===== src/rtl/axi_reg_bridge.sv =====
// AXI3 slave front-end for the GP1 port: turns AXI bursts into a simple
// one-word-per-beat register bus with independent read and write engines.
module axi_reg_bridge #(
  parameter int REG_ADDR_W = 8
) (
  input  logic                  ACLK,
  input  logic                  ARESETN,
  input  logic [31:0]           ARADDR,
  input  logic                  ARVALID,
  output logic                  ARREADY,
  input  logic [11:0]           ARID,
  input  logic [3:0]            ARLEN,
  input  logic [1:0]            ARBURST,
  input  logic [1:0]            ARSIZE,
  input  logic [1:0]            ARLOCK,
  input  logic [3:0]            ARCACHE,
  input  logic [2:0]            ARPROT,
  input  logic [3:0]            ARQOS,
  output logic [31:0]           RDATA,
  output logic                  RVALID,
  input  logic                  RREADY,
  output logic [11:0]           RID,
  output logic                  RLAST,
  output logic [1:0]            RRESP,
  input  logic [31:0]           AWADDR,
  input  logic                  AWVALID,
  output logic                  AWREADY,
  input  logic [11:0]           AWID,
  input  logic [3:0]            AWLEN,
  input  logic [1:0]            AWBURST,
  input  logic [1:0]            AWSIZE,
  input  logic [1:0]            AWLOCK,
  input  logic [3:0]            AWCACHE,
  input  logic [2:0]            AWPROT,
  input  logic [3:0]            AWQOS,
  input  logic [31:0]           WDATA,
  input  logic                  WVALID,
  output logic                  WREADY,
  input  logic [11:0]           WID,
  input  logic                  WLAST,
  input  logic [3:0]            WSTRB,
  output logic                  BVALID,
  input  logic                  BREADY,
  output logic [11:0]           BID,
  output logic [1:0]            BRESP,
  output logic [REG_ADDR_W-1:0] reg_waddr,
  output logic [31:0]           reg_wdata,
  output logic [3:0]            reg_wstrb,
  output logic                  reg_wen,
  output logic [REG_ADDR_W-1:0] reg_raddr,
  output logic                  reg_ren,
  input  logic [31:0]           reg_rdata
);

  typedef enum logic [1:0] {
    W_IDLE,
    W_DATA,
    W_RESP
  } w_state_t;

  typedef enum logic [1:0] {
    R_IDLE,
    R_REQ,
    R_WAIT,
    R_DATA
  } r_state_t;

  localparam logic [1:0] BURST_INCR = 2'b01;
  localparam logic [1:0] RESP_OKAY  = 2'b00;
  localparam logic [1:0] RESP_SLV   = 2'b10;

  logic unused;
  assign unused = ^{ARSIZE, ARLOCK, ARCACHE, ARPROT, ARQOS,
                    AWSIZE, AWLOCK, AWCACHE, AWPROT, AWQOS,
                    ARADDR[31:REG_ADDR_W+2], ARADDR[1:0],
                    AWADDR[31:REG_ADDR_W+2], AWADDR[1:0]};

  // Holds both address channels off until the first edge after reset.
  logic alive;

  always_ff @(posedge ACLK or negedge ARESETN) begin
    if (!ARESETN) alive <= 1'b0;
    else          alive <= 1'b1;
  end

  w_state_t              w_state;
  w_state_t              w_next;
  logic [REG_ADDR_W-1:0] w_addr;
  logic [11:0]           w_id;
  logic [3:0]            w_len;
  logic [1:0]            w_burst;
  logic [3:0]            w_cnt;
  logic                  w_err;
  logic                  w_last;
  logic                  w_bad;
  logic                  w_beat;

  assign w_last = (w_cnt == w_len);
  assign w_bad  = w_burst[1];
  assign w_beat = WVALID && WREADY;

  always_ff @(posedge ACLK or negedge ARESETN) begin
    if (!ARESETN) w_state <= W_IDLE;
    else          w_state <= w_next;
  end

  always_comb begin
    w_next  = w_state;
    AWREADY = 1'b0;
    WREADY  = 1'b0;
    BVALID  = 1'b0;
    BID     = '0;
    BRESP   = RESP_OKAY;
    unique case (w_state)
      W_IDLE: begin
        AWREADY = alive;
        if (AWVALID && alive) w_next = W_DATA;
      end
      W_DATA: begin
        WREADY = 1'b1;
        if (WVALID && w_last) w_next = W_RESP;
      end
      W_RESP: begin
        BVALID = 1'b1;
        BID    = w_id;
        BRESP  = w_err ? RESP_SLV : RESP_OKAY;
        if (BREADY) w_next = W_IDLE;
      end
      default: w_next = W_IDLE;
    endcase
  end

  always_ff @(posedge ACLK or negedge ARESETN) begin
    if (!ARESETN) begin
      w_addr    <= '0;
      w_id      <= '0;
      w_len     <= '0;
      w_burst   <= '0;
      w_cnt     <= '0;
      w_err     <= 1'b0;
      reg_waddr <= '0;
      reg_wdata <= '0;
      reg_wstrb <= '0;
      reg_wen   <= 1'b0;
    end else begin
      reg_wen <= 1'b0;
      if (AWVALID && AWREADY) begin
        w_addr  <= AWADDR[REG_ADDR_W+1:2];
        w_id    <= AWID;
        w_len   <= AWLEN;
        w_burst <= AWBURST;
        w_cnt   <= '0;
        w_err   <= AWBURST[1];
      end
      if (w_beat) begin
        reg_waddr <= w_addr;
        reg_wdata <= WDATA;
        reg_wstrb <= WSTRB;
        reg_wen   <= (|WSTRB) && !w_bad;
        // ID mismatch still writes; WLAST off the counted last beat flags too.
        if ((WID != w_id) || (WLAST != w_last)) w_err <= 1'b1;
        w_cnt <= w_cnt + 4'd1;
        if (w_burst == BURST_INCR) w_addr <= w_addr + REG_ADDR_W'(1);
      end
    end
  end

  r_state_t              r_state;
  r_state_t              r_next;
  logic [REG_ADDR_W-1:0] r_addr;
  logic [11:0]           r_id;
  logic [3:0]            r_len;
  logic [1:0]            r_burst;
  logic [3:0]            r_cnt;
  logic [31:0]           r_data;
  logic                  r_last;
  logic                  r_bad;

  assign r_last    = (r_cnt == r_len);
  assign r_bad     = r_burst[1];
  assign reg_raddr = r_addr;

  always_ff @(posedge ACLK or negedge ARESETN) begin
    if (!ARESETN) r_state <= R_IDLE;
    else          r_state <= r_next;
  end

  always_comb begin
    r_next  = r_state;
    ARREADY = 1'b0;
    reg_ren = 1'b0;
    RVALID  = 1'b0;
    RDATA   = '0;
    RID     = '0;
    RLAST   = 1'b0;
    RRESP   = RESP_OKAY;
    unique case (r_state)
      R_IDLE: begin
        ARREADY = alive;
        if (ARVALID && alive) r_next = R_REQ;
      end
      R_REQ: begin
        reg_ren = !r_bad;
        r_next  = R_WAIT;
      end
      R_WAIT: r_next = R_DATA;
      R_DATA: begin
        RVALID = 1'b1;
        RDATA  = r_data;
        RID    = r_id;
        RLAST  = r_last;
        RRESP  = r_bad ? RESP_SLV : RESP_OKAY;
        if (RREADY) r_next = r_last ? R_IDLE : R_REQ;
      end
      default: r_next = R_IDLE;
    endcase
  end

  always_ff @(posedge ACLK or negedge ARESETN) begin
    if (!ARESETN) begin
      r_addr  <= '0;
      r_id    <= '0;
      r_len   <= '0;
      r_burst <= '0;
      r_cnt   <= '0;
      r_data  <= '0;
    end else begin
      if (ARVALID && ARREADY) begin
        r_addr  <= ARADDR[REG_ADDR_W+1:2];
        r_id    <= ARID;
        r_len   <= ARLEN;
        r_burst <= ARBURST;
        r_cnt   <= '0;
      end
      if (r_state == R_WAIT) r_data <= r_bad ? '0 : reg_rdata;
      if ((r_state == R_DATA) && RREADY && !r_last) begin
        r_cnt <= r_cnt + 4'd1;
        if (r_burst == BURST_INCR) r_addr <= r_addr + REG_ADDR_W'(1);
      end
    end
  end

endmodule


===== config.mk =====
export PLATFORM = sky130hd
export DESIGN_NAME = axi_reg_bridge
export DESIGN_NICKNAME = d
export VERILOG_FILES = /design/src/rtl/axi_reg_bridge.sv
export SDC_FILE = /design/constraint.sdc
export NUM_CORES = 1
export LEC_CHECK = 0
export ABC_CLOCK_PERIOD_IN_PS = 1800
export BUFFER_PORTS_ARGS = -buffer_cell sky130_fd_sc_hd__buf_2
export CORE_AREA = 2 2 110 165
export CTS_CLUSTER_SIZE = 40
export DETAILED_ROUTE_END_ITERATION = 8
export DIE_AREA = 0 0 112 167
export PLACE_DENSITY = 0.8
export SLEW_MARGIN = 20
export SYNTH_ARGS = -nofsm -noshare
export SYNTH_HDL_FRONTEND = slang
export SYNTH_SLANG_ARGS = --single-unit

===== constraint.sdc =====
create_clock -name ACLK -period 1.8 [get_ports ACLK]
set_clock_uncertainty 0.15 [all_clocks]
set_input_delay 0.27 -clock ACLK [delete_from_list [all_inputs] [get_ports ACLK]]
set_output_delay 0.27 -clock ACLK [all_outputs]
set_load 0.01 [all_outputs]

# Word level (Yosys, flattened, before mapping)
# Cells that the tools add are included.
[op_classes]
add_sub_neg = 4
multipliers = 0
div = 0
order_cmp = 0
n_eq_ne = 16
n_shift = 0
muxes = 37
bitwise = 0
reduce_logical = 20
[ops]
columns = ["operator", "count"]
rows = [
  ["$mux W32", 2],
  ["$mux W8", 6],
  ["$mux W12", 2],
  ["$mux W2", 9],
  ["$add A8 B1 Y8 const B", 2],
  ["$mux W4", 4],
  ["$mux W1", 12],
  ["$ne A12 B12 Y1", 1],
  ["$ne A2 B2 Y1 const B", 5],
  ["$logic_and A1 B1 Y1", 9],
  ["$add A4 B1 Y4 const B", 2],
  ["$eq A2 B1 Y1 const B", 4],
  ["$eq A4 B4 Y1", 2],
  ["$pmux W2 S4", 1],
  ["$eq A2 B2 Y1 const B", 3],
  ["$pmux W2 S3", 1],
  ["$logic_not A2 Y1", 2],
  ["$reduce_bool A2 Y1", 2],
  ["$reduce_or A4 Y1", 1],
  ["$logic_not A1 Y1", 3],
  ["$reduce_and A3 Y1", 1],
  ["$reduce_and A2 Y1", 1],
  ["$logic_or A1 B1 Y1", 1],
  ["$ne A1 B1 Y1", 1],
]
[totals]
reg_bits = 143
latchBits = 0
ramBits = 0
rom_bits = 0
n_memories = 0

# Depth between registers and ports, before layout
# Gate-level depths: netlist (run 1).
[depth]
ltp_word = 6
depth_mapped = 8

# Worst setup path after synthesis (run 1)
# Ideal clock, no wire load.
[synth_timing]
path_kind = "reg-to-reg"
startpoint = "reg w_state[0]"
endpoint = "reg w_err"
setup_time_ps = 128
arrival_time_ps = 1603
required_ps = 1522
slack_ps = -81
stages_incl_launch_ff = 6
path_buffers = 1
period_less_slack_ps = 1881
cell_sequence = "dfrtp_1 nor4bb_1 clkbuf_1 mux2_2 nor4_1 a21oi_1"
[synth_between]
elab_chain_cells = 6
elab_cells_between_ends = 9
cone_classes = "1 x eq/ne; 5 x mux; 3 x reduce/logical"
[synth_rtl]
columns = ["element", "line", "source"]
rows = [
  ["from (decl)", "86", "w_state_t w_state;"],
  ["from (signal assigned)", "104", "else w_state <= w_next;"],
  ["$logic_not A2 Y1", "114", "unique case (w_state)"],
  ["$mux W1", "114", ""],
  ["$logic_and A1 B1 Y1", "147", "if (AWVALID && AWREADY) begin"],
  ["$mux W1", "147", ""],
  ["$mux W1", "161", "if ((WID != w_id) || (WLAST != w_last)) w_err <= 1'b1;"],
  ["$mux W1 (*)", "155", "if (w_beat) begin"],
  ["to (signal assigned)", "153", "w_err <= AWBURST[1];"],
  ["to (decl)", "93", "logic w_err;"],
]
# Mark *: on every way between the ends. The rest lies on a longest branch, timed or not.
# A chain may end at the register's enable or synchronous reset.

# Worst setup path in the final report (run 1)
[layout_timing]
startpoint = "reg r_len[0]"
endpoint = "out RLAST"
[layout_between]
elab_chain_cells = 2
[layout_rtl]
columns = ["element", "line", "source"]
rows = [
  ["from (decl)", "172", "logic [3:0] r_len;"],
  ["from (signal assigned)", "223", "r_len <= '0;"],
  ["from (signal assigned)", "231", "r_len <= ARLEN;"],
  ["$eq A4 B4 Y1", "179", "assign r_last = (r_cnt == r_len);"],
  ["$mux W1", "197", "unique case (r_state)"],
  ["to (decl)", "23", "output logic RLAST,"],
]
# No other way between the ends.

==> impl_results.md, run 1 <==
- Clock sinks: 143
- Worst-path cell chain: xor2_2, buf_4, nor4_4, and2_4, buf_6
- CP required: 1.38 ns
- FF-to-FF End: reg_raddr[2]$_DFF_PN0_
- Floorplan Core Area: 17300 um2
- Cell count after synthesis: 767
- Worst-path maximum fanout: 2
- Complex-gate fraction of the synthesized area: 8.45%
- Wire per inst: 18.8 um
- Yosys top cell area share: 52.4%
- Worst R2R Start: r_len[1]$_DFFE_PN0P_
- Io pins: 338
- Via count: 7415
- DRT Wirelength: 27100 um
- Crit path kind: register to output port
- WP data arrival: 1.72 ns
- CP startpoint: r_len[0]$_DFFE_PN0P_
- XOR/XNOR Fraction of Synth Area: 2.95%
- DP HPWL: 14000 um
- Post-synthesis mux area share: 0.458%
- DIE WIDTH: 112 um
- Drt drc: 0
- H-Tree Depth: 4
- Worst path max stage delay: 0.42 ns
- Post-synthesis cell type count: 55
- Flops & latches, synth: 143
- FP Rows: 59
- CTS tree: done
- Fillcell total: 1144
- Clock root cell: clkbuf_16
- Power Dens Cells: 1620 nW/um2
- Synth Area in Simple Gates: 29.1%
- Crit. End Element: output port
- Synth async-reset ratio: 100%
- Post-synth top flop: dfrtp_1
- Pleak: 5.98 nW
- Flop2flop setup slack: -0.27 ns
- Yosys top cell by area: dfrtp_1
- Worst reg2reg path depth: 7
- Count leader, synth: nand2_1
- Crit-path slowest cell: dfrtp_1
- Final setup fails: 85
- Run status: complete, but fails checks
- Worst-path clk slew: 0.06 ns
- Final worst slack: -0.338 ns
- Final period utilization: 119%
- Final Max Slew Viols: 0
- Avg Inst Size Synth: 8.90 um2
- Global route overflow: 0
- Port Buffers: 257
- Peak supply drop: 0.995 mV
- Tmin final: 2.14 ns
- Fmax achieved: 468 MHz
- CP Depth: 5
- Max-cap violations: 0
- Number of global-route vias before repair: 7749
- Largest family of logic cells by synthesized area: simple AND/OR/NAND/NOR gates
- Hold Crit Class: input port to register
- CTS Buffer Depth: 2
- Failing checks: setup timing
- Die Height: 167 um
- Final ANT Viol Nets: 0
- Starting density of the core: 39.5%
- CP endpoint: RLAST
- Synth top area cells: dfrtp_1, nand2_1, and2_1
- Crit start category: register
- Buffers & Inverters on Critical Path: 2
- Sequential share of the synthesized area: 52.4%
- Fin. Hold Viols: 0
- Synthesized cell area: 6830 um2
- Initial antenna violation count: 0
- GP Congestion: 0.827
- CTS Buf Count: 17
- Power consumption: 19.1 mW
- Initial DRC Count: 515
- Placed cell areas: 8670 um2
- Yosys warnings: 0
- Area Growth Syn to Fin: 73.2%
- First-pass GRT wire length: 39800 um
- Total track usage: 26.7%
- Family with the most delay on the worst path: flip-flops
- RSZ-0062 raised after global routing: true
- Hold Path Stages: 4
- EDFF count, synth: 0
- Share of layout cells above drive strength 1: 39.8%
- Adder-Cell Fraction of Synth Area: 1.65%
- Pre-antenna DRT Iters: 5
- Nets: 1442
- Post-layout instance area: 11800 um2
- Worst-Skew Late Latency: 0.42 ns
- Die Footprint: 18700 um2
- Vias per inst: 5.14
- Pin count of the biggest net entering global routing: 65
- Commonest cells post-synth: nand2_1, dfrtp_1, and2_1, o21ai_0, inv_1
==> worst min-delay path by stage <==
| stage | from | to | slack [ns] |
|---|---|---|---|
| 3_5_place_dp | ARESETN | w_id[7]$_DFFE_PN0P_ | 0.09 |
| 6_report | ARADDR[8] | reg_raddr[6]$_DFF_PN0_ | 0.03 |
| 2_1_floorplan | ARESETN | alive$_DFF_PN0_ | -0.18 |
| 5_1_grt | ARADDR[8] | reg_raddr[6]$_DFF_PN0_ | 0.04 |
| 4_1_cts | ARADDR[8] | reg_raddr[6]$_DFF_PN0_ | 0.009 |
| 3_3_place_gp | ARESETN | w_id[7]$_DFFE_PN0P_ | 0.09 |
==> logic make-up (layout without fill, tap and decap cells) <==
| group | count (synthesis) | count (layout) |
|---|---|---|
| and+or+nand+nor | 419 | 419 |
| DFF | 143 | 143 |
| AOI/OAI and AO/OA | 86 | 86 |
| buffers and inverters | 82 | 542 |
| xor gates and xnor gates | 23 | 23 |
| adders and majority gates | 9 | 9 |
| muxes | 3 | 3 |
| other | 2 | 4 |
==> what timing repair did <==
action                     in CTS  in global routing
hold buffers                  118                  0
gates cloned                    9                  1
pin swaps                      55                 26
gates resized for setup       122                102
hold endpoints to repair      205                  0
buffers inserted               29                 20
setup endpoints to repair      80                 97
==> layer usage <==
layer	vias up	GRT usage, %	wire length, um
met5	-	0	0
met4	0	10.9	1100
met3	76	6.95	2010
met2	388	48.4	14100
met1	3582	29.3	9880
li1	3369	-	-
==> cells in the final DEF, fill, tap and decap left out, types with 5 or more instances in the layout <==
master         instances
and2_4                62
buf_12                12
buf_2                193
buf_4                 51
buf_6                 92
clkbuf_16             18
dfrtp_1              142
dlygate4sd3_1        118
ha_1                   5
inv_1                 37
inv_6                  7
nand2_1              265
nand3_1               10
nand3b_1              33
nor2_1                 8
o21ai_0               36
o21ai_1                9
xnor2_1               13
xor2_1                 7
==> tightest hold or removal path, stage by stage <==
cell       delay [ns]
buf_2            0.08
nand2_1          0.04
o2bb2ai_1        0.11
nand2_1          0.06
==> report_power, final <==
group	internal [mW]	switching [mW]
sequential	4.69	1.20
combinational	4.91	4.73
clock	2.11	1.49
total	11.7	7.42
==> per-stage QoR <==
step / utilization (%) / TNS [ns] / cells / hold WS, ns / setup slack [ns]
finish: 68.4 / -12.95 / 1442 / 0.0326 / -0.338
global route: 68.4 / -17.48 / 1441 / 0.0448 / -0.406
CTS: 65.8 / -13.22 / 1427 / 0.00869 / -0.314
detailed placement: 50.2 / -0.266 / 1241 / 0.0863 / -0.0590
global placement: 50.2 / -0.103 / 1241 / 0.0886 / -0.0280
floorplan: - / -0.0753 / 768 / -0.176 / -0.0297
==> layout make-up <==
cell class / instances / area (um2) / area share (%)
sequential: 143 / 3580 / 30.3
inverter: 39 / 149 / 1.26
clock inverter: 13 / 150 / 1.27
timing repair buffer: 471 / 3930 / 33.2
multi-input combinational: 543 / 3300 / 27.9
clock buffer: 19 / 443 / 3.75
tap: 213 / 267 / 2.25
antenna: 1 / 2.50 / 0.0212
==> flip-flops by register name, indices dropped and copies added (netlist names) <==
| name | flops |
|---|---|
| w_state | 2 |
| reg_waddr | 8 |
| r_len | 4 |
| reg_wdata | 32 |
| alive | 1 |
| reg_wen | 1 |
| r_id | 12 |
| reg_raddr | 8 |
| w_cnt | 4 |
| w_id | 12 |
| w_err | 1 |
| w_addr | 8 |
| r_burst | 2 |
| reg_wstrb | 4 |
| r_data | 32 |
| w_burst | 2 |
| r_state | 2 |
| w_len | 4 |
| r_cnt | 4 |
No activity file was read; power rests on OpenSTA's default activity.
==> run 2: changes to the inputs <==
--- a/config.mk
+++ b/config.mk
@@ -7,10 +7,10 @@
 export LEC_CHECK = 0
 export ABC_CLOCK_PERIOD_IN_PS = 1800
 export BUFFER_PORTS_ARGS = -buffer_cell sky130_fd_sc_hd__buf_2
-export CORE_AREA = 2 2 110 165
+export CORE_AREA = 2 2 134 136
 export CTS_CLUSTER_SIZE = 40
 export DETAILED_ROUTE_END_ITERATION = 8
-export DIE_AREA = 0 0 112 167
+export DIE_AREA = 0 0 136 138
 export PLACE_DENSITY = 0.8
 export SLEW_MARGIN = 20
 export SYNTH_ARGS = -nofsm -noshare
==> run 2 against run 1 <==
Net effect: the run still ends with setup timing left; first-iteration DRC count is the same; utilization decreased by 2.2 points; critical path depth down 1; total power down 2.1%; clock power is 3% lower; sequential power barely moved; fmax down 4.2%; cell area fell by 1.7%; non-clock buffer count down 22; die area increased by 0.34%; critical path type unchanged; highest routed layer unchanged.
==> impl_results.md, run 2 (synthesis gave the netlist of run 1 again) <==
- Worst-path cell chain: xor2_2, nor4_4, and2_1, buf_2
- Fin. Hold Viols: 0 (unchanged)
- Setup TNS Final: -14.38 ns (-1.43 ns)
- CP Depth: 4 (-1)
- Tmin final: 2.23 ns (+0.0941 ns)
- Fmax achieved: 448 MHz (-4.2%)
- CP required: 1.38 ns (about the same)
- Area occupied by multi-input gates: 3270 um2 (-0.80%)
- Die Footprint: 18800 um2 (+0.34%)
- Commonest non-fill, non-tap cell in the layout: nand2_1
- H-Tree Depth: 4 (unchanged)
- Floorplan Core Area: 17500 um2 (+1.5%)
- Share of layout cells above drive strength 1: 38.7% (-1.1 points)
- CTS Buffer Depth: 2 (unchanged)
- Worst reg2reg path depth: 6 (-1)
- Io pins: 338 (unchanged)
- Via count: 7364 (-0.69%)
- Place WS: -0.0820 ns (-0.0230 ns)
- Crit start category: register
- Run status: complete, but fails checks
- Crit. End Element: output port
- Clock power share: 18.6% (-0.2 points)
- Power Dens Cells: 1610 nW/um2 (-0.38%)
- Fillcell total: 1196 (+4.5%)
- Initial DRC Count: 515 (unchanged)
- Hold Crit Class: input port to register
- Die Height: 138 um (-17%)
- GP Congestion: 0.846 (+2.3%)
- Drt drc: 0 (unchanged)
- Final setup fails: 79 (-7.1%)
- Number of global-route vias before repair: 7505 (-3.1%)
- Comb pwr share: 50.0% (-0.4 points)
- Hold Path Stages: 4 (unchanged)
- Starting density of the core: 38.9% (-0.59 points)
- Crit-path slowest cell: dfrtp_1
- Antenna cells: 0 (-1)
- Peak supply drop: 0.951 mV (-4.4%)
- Final period utilization: 124% (+5.2 points)
- Switch Pwr: 7.38 mW (-0.44%)
- Family with the most delay on the worst path: simple AND/OR/NAND/NOR gates
- Power consumption: 18.7 mW (-2.1%)
- DP HPWL: 13100 um (-6.9%)
- Pint: 11.3 mW (-3.1%)
- Worst-Skew Late Latency: 0.42 ns (about the same)
- CTS tree: done
- Pin count of the biggest net entering global routing: 65 (unchanged)
- DIE WIDTH: 136 um (+21%)
- WP data arrival: 1.81 ns (+0.09 ns)
- Total track usage: 25.9% (-0.77 points)
- CTS Buf Count: 17 (unchanged)
- Final worst slack: -0.432 ns (-0.0941 ns)
- Reg power frac: 31.4% (+0.6 points)
- Clock sinks: 143 (unchanged)
- Port Buffers: 257 (unchanged)
- Final ANT Viol Nets: 0 (unchanged)
- Nets: 1420 (-1.5%)
- Max-cap violations: 0 (unchanged)
- First-pass GRT wire length: 38000 um (-4.6%)
- Failing checks: setup timing
- Clock root cell: clkbuf_16
- Pleak: 5.88 nW (-1.6%)
- Global route overflow: 0 (unchanged)
- Crit path kind: register to output port
- Pre-antenna DRT Iters: 5 (unchanged)
- Initial antenna violation count: 0 (unchanged)
- Vias per inst: 5.13 (-0.20%)
- Worst-path clk slew: 0.06 ns (about the same)
- DRT Wirelength: 26400 um (-2.5%)
- Buffers & Inverters on Critical Path: 1 (-1)
- Worst-path maximum fanout: 3 (+1)
- Sw frac: 39.4% (+0.66 points)
- Wire per inst: 18.4 um (-2.0%)
- Storage element area: 3580 um2 (about the same)
- Final Max Slew Viols: 0 (unchanged)
- RSZ-0062 raised after global routing: true
- FP Rows: 49 (-17%)
- Area Growth Syn to Fin: 70.2%
- Worst path max stage delay: 0.44 ns (+0.02 ns)
- Top Registers: r_data (32), reg_wdata (32)
- Commonest cells after routing, fill and taps aside: nand2_1, buf_2, dfrtp_1
## run 2: cell types whose count changed in the layout (fill, tap and decap cells not counted), moves of 3 or more
cell	change
buf_4	-14
and2_1	+3
buf_16	+3
a21oi_2	-3
buf_12	-4
dlygate4sd3_1	-8
and2_4	-3
## run 2: final cells by class
type | count | area share, %
repair buffers | 449 | 32.2
clock inverters | 12 | 1.04
flip-flops and latches | 143 | 30.8
well taps | 229 | 2.47
multi-input cells | 543 | 28.2
inverters | 39 | 1.32
clock buffers | 20 | 3.93
## run 2: final timing paths
path                                     startpoint                        to  slack [ns]
hold / removal                            ARADDR[9]    reg_raddr[7]$_DFF_PN0_        0.03
setup / recovery               r_len[1]$_DFFE_PN0P_                     RLAST       -0.43
min in group asynchronous                   ARESETN    r_data[10]$_DFFE_PN0N_        0.21
max in group asynchronous                   ARESETN    reg_raddr[5]$_DFF_PN0_        0.69
hold reg to reg            reg_wdata[4]$_DFFE_PN0P_  reg_wdata[4]$_DFFE_PN0P_        0.32
setup reg to reg               r_cnt[3]$_DFFE_PN0P_    reg_raddr[2]$_DFF_PN0_       -0.32
## run 2: what timing repair did
action / CTS / global route
cloned: 10 / 2
hold buffers: 110 / 0
buffers inserted: 20 / 11
resized for setup: 150 / 74
setup endpoints to repair: 72 / 105
pin swaps: 44 / 29
endpoints found under the hold margin: 150 / 0
## run 2: worst reg2reg max path: stages (launching register included)
cell and delay, ns:
dfrtp_1 0.43, xor2_2 0.21, buf_4 0.15, o41ai_4 0.42, buf_6 0.19, nor4b_2 0.06, or3_1 0.39
## run 2: stage by stage
stage | hold slack [ns] | instance area [um2] | util [%] | cells
after CTS | 0.00139 | 11300 | 64.3 | 1425
after floorplan | -0.176 | 6840 | - | 768
after detailed placement | 0.0899 | 8620 | 49.1 | 1253
after global placement | 0.0869 | 8620 | 49.1 | 1253
after global routing | 0.0296 | 11600 | 66.2 | 1435
final | 0.0280 | 11600 | 66.2 | 1435
## run 2: routing by layer
metal	vias up	routed length (um)	global-route usage, %
met1	3503	9410	28.4
met3	104	2480	7.48
met4	0	1390	14.1
li1	3326	-	-
met5	-	0	0
met2	431	13100	44.6
## run 2: power groups by stage
stage	logic [mW]	registers (mW)	clock network, mW
after floorplan	3.50	5.81	0
after CTS	8.27	5.72	3.53
after global routing	10.0	6.03	3.68
after global placement	5.93	5.66	0
after detailed placement	6.10	5.72	0
final	9.36	5.89	3.48
==> run 3: changes to the inputs <==
--- a/config.mk
+++ b/config.mk
@@ -7,11 +7,11 @@
 export LEC_CHECK = 0
 export ABC_CLOCK_PERIOD_IN_PS = 1800
 export BUFFER_PORTS_ARGS = -buffer_cell sky130_fd_sc_hd__buf_2
-export CORE_AREA = 2 2 134 136
+export CORE_AREA = 2 2 131 133
 export CTS_CLUSTER_SIZE = 40
 export DETAILED_ROUTE_END_ITERATION = 8
-export DIE_AREA = 0 0 136 138
-export PLACE_DENSITY = 0.8
+export DIE_AREA = 0 0 133 135
+export PLACE_DENSITY = 0.83
 export SLEW_MARGIN = 20
 export SYNTH_ARGS = -nofsm -noshare
 export SYNTH_HDL_FRONTEND = slang
==> run 3 against run 2 <==
Net effect: the flow still finishes with violations (setup timing); register-to-register slack better by 0.02 ns; wire length is 1.3% higher; fmax is 6.2% higher; critical path depth is 2 higher; first-iteration DRC count is 21% higher; non-clock buffer count is 2 higher; utilization is 4.6 points higher; critical path type is now register to register; largest power group unchanged; highest routed layer unchanged.
==> impl_results.md, run 3 (synthesis gave the netlist of run 1 again) <==
- Worst-path clk slew: 0.06 ns (about the same)
- Highest metal used: met4
- Nets: 1423 (+0.21%)
- Power Dens Cells: 1610 nW/um2 (+0.13%)
- DP HPWL: 13600 um (+3.8%)
- Drt drc: 0 (unchanged)
- Number of global-route vias before repair: 7622 (+1.6%)
- Slew HR: 63.9%
- Clock root cell: clkbuf_16
- FP Rows: 47 (-4.1%)
- Crit start category: register
- Die Height: 135 um (-2.2%)
- Worst-Skew Late Latency: 0.42 ns (about the same)
- Pleak: 5.90 nW (+0.28%)
- CTS Buf Count: 17 (unchanged)
- Io pins: 338 (unchanged)
- Wire per inst: 18.7 um (+1.6%)
- Via count: 7558 (+2.6%)
- DRT Wirelength: 26800 um (+1.3%)
- Fmax achieved: 476 MHz (+6.2%)
- Final core occ: 70.8% (+4.6 points)
- Place WS: -0.0575 ns (+0.0245 ns)
- CP required: 1.94 ns (+0.56 ns)
- Commonest cells after routing, fill and taps aside: nand2_1, buf_2, dfrtp_1
- HP Start: ARADDR[7]
- CTS Buffer Depth: 2 (unchanged)
- Final period utilization: 117% (-7.3 points)
- H-Tree Depth: 4 (unchanged)
- Cells after DPL: 1244 (-0.72%)
- Commonest non-fill, non-tap cell in the layout: nand2_1
- Fillcell total: 1039 (-13%)
- Die Footprint: 18000 um2 (-4.3%)
- GP Congestion: 0.827 (-2.2%)
- Total track usage: 27.5% (+1.6 points)
- Failing checks: setup timing
- Peak supply drop: 0.804 mV (-16%)
- Worst-path maximum fanout: 5 (+2)
- Final Max Slew Viols: 0 (unchanged)
- Max-cap violations: 0 (unchanged)
- Pre-antenna DRT Iters: 7 (+2)
- Vias per inst: 5.29 (+3.0%)
- CP startpoint: r_len[2]$_DFFE_PN0P_
- WP data arrival: 2.24 ns (+0.43 ns)
- Hold Crit Class: input port to register
- Share of layout cells above drive strength 1: 38.2% (-0.51 points)
- Starting density of the core: 41.6% (+2.7 points)
- Port Buffers: 257 (unchanged)
- WL met3: 2180 um (-12%)
- Crit. End Element: register
- Worst R2R Start: r_len[2]$_DFFE_PN0P_
- CTS tree: done
- Clock sinks: 143 (unchanged)
- Fin cells: 1430 (-0.35%)
- Initial antenna violation count: 1 (+1)
- Global route overflow: 0 (unchanged)
- Final setup fails: 80 (+1.3%)
- Floorplan Core Area: 16400 um2 (-6.4%)
- Area Growth Syn to Fin: 70.3% (about the same)
- DIE WIDTH: 133 um (-2.2%)
- Crit path kind: register to register
- Initial DRC Count: 621 (+21%)
- Top Registers: r_data (32), reg_wdata (32)
- Met1 wire length: 9700 um (+3.1%)
- Final ANT Viol Nets: 0 (unchanged)
- Slew @ Worst Pin: 0.540 ns
- Final worst slack: -0.301 ns (+0.131 ns)
- RSZ-0062 raised after global routing: true
- Fin. Hold Viols: 0 (unchanged)
- First-pass GRT wire length: 38600 um (+1.7%)
- Pin count of the biggest net entering global routing: 47 (-28%)
- Hold_ws: 0.0173 ns (-0.0107 ns)
- Run status: complete, but fails checks
- Setup TNS Final: -13.03 ns (+1.36 ns)
- Tmin final: 2.10 ns (-0.131 ns)
- Routed wl met2: 13800 um (+4.6%)
## run 3: cell types whose count changed in the layout (fill, tap and decap cells not counted), moves of 3 or more
cell	change
and2_1	+17
and2_4	-17
buf_2	+18
buf_6	-25
bufinv_16	+3
clkbuf_16	+3
dlygate4sd3_1	+5
nand2_1	-13
nand2_2	+10
nand2_4	+3
o21ai_0	+3
## run 3: final cells by class
cell class                 count  area (um2)  area share (%)
clock inverter                12         183            1.57
clock buffer                  20         447            3.84
sequential                   143        3580            30.8
timing repair buffer         451        3670            31.5
inverter                      39         154            1.32
antenna                        1        2.50          0.0215
multi-input combinational    544        3320            28.5
tap                          220         275            2.37
## run 3: final timing paths
path                                             end  slack, ns  depth (start not counted)
min reg2reg                 reg_waddr[7]$_DFFE_PN0P_       0.32                          2
min                           reg_raddr[5]$_DFF_PN0_       0.02                          4
max in group asynchronous     r_state[0]$_DFFE_PN0P_       0.71                          3
max                           reg_raddr[2]$_DFF_PN0_      -0.30                          6
max reg2reg                   reg_raddr[2]$_DFF_PN0_      -0.30                          6
min in group asynchronous  reg_wdata[28]$_DFFE_PN0P_       0.17                          2
## run 3: critical path: stages (launching register included)
cell,delay (ns)
dfrtp_1,0.45
xor2_2,0.22
buf_4,0.15
o41ai_4,0.37
buf_4,0.22
nor4b_1,0.06
or3_1,0.35
## run 3: stage by stage
stage | power, mW | instance area, um2
finish | 18.8 | 11600
global route | 19.7 | 11600
CTS | 17.4 | 11000
detailed placement | 11.9 | 8620
global placement | 11.6 | 8620
floorplan | 9.30 | 6840
## run 3: metal layers
metal	vias up	track usage [%]
li1	3327	-
met1	3616	30.4
met2	497	48.7
met3	118	7.51
met4	0	13.9
met5	-	0
## run 3: power breakdown
part | internal [mW] | switching, mW | total (mW)
registers | 4.69 | 1.21 | 5.90
logic | 4.42 | 4.62 | 9.04
clock network | 2.37 | 1.45 | 3.82
## run 3: timing repair
action                                 in CTS  in global routing
hold buffers                              115                  0
gates resized for setup                    92                100
buffers inserted                           19                 11
cloned                                      7                  5
pin swaps                                  35                 43
setup endpoints to repair                  74                152
endpoints found under the hold margin     258                  0
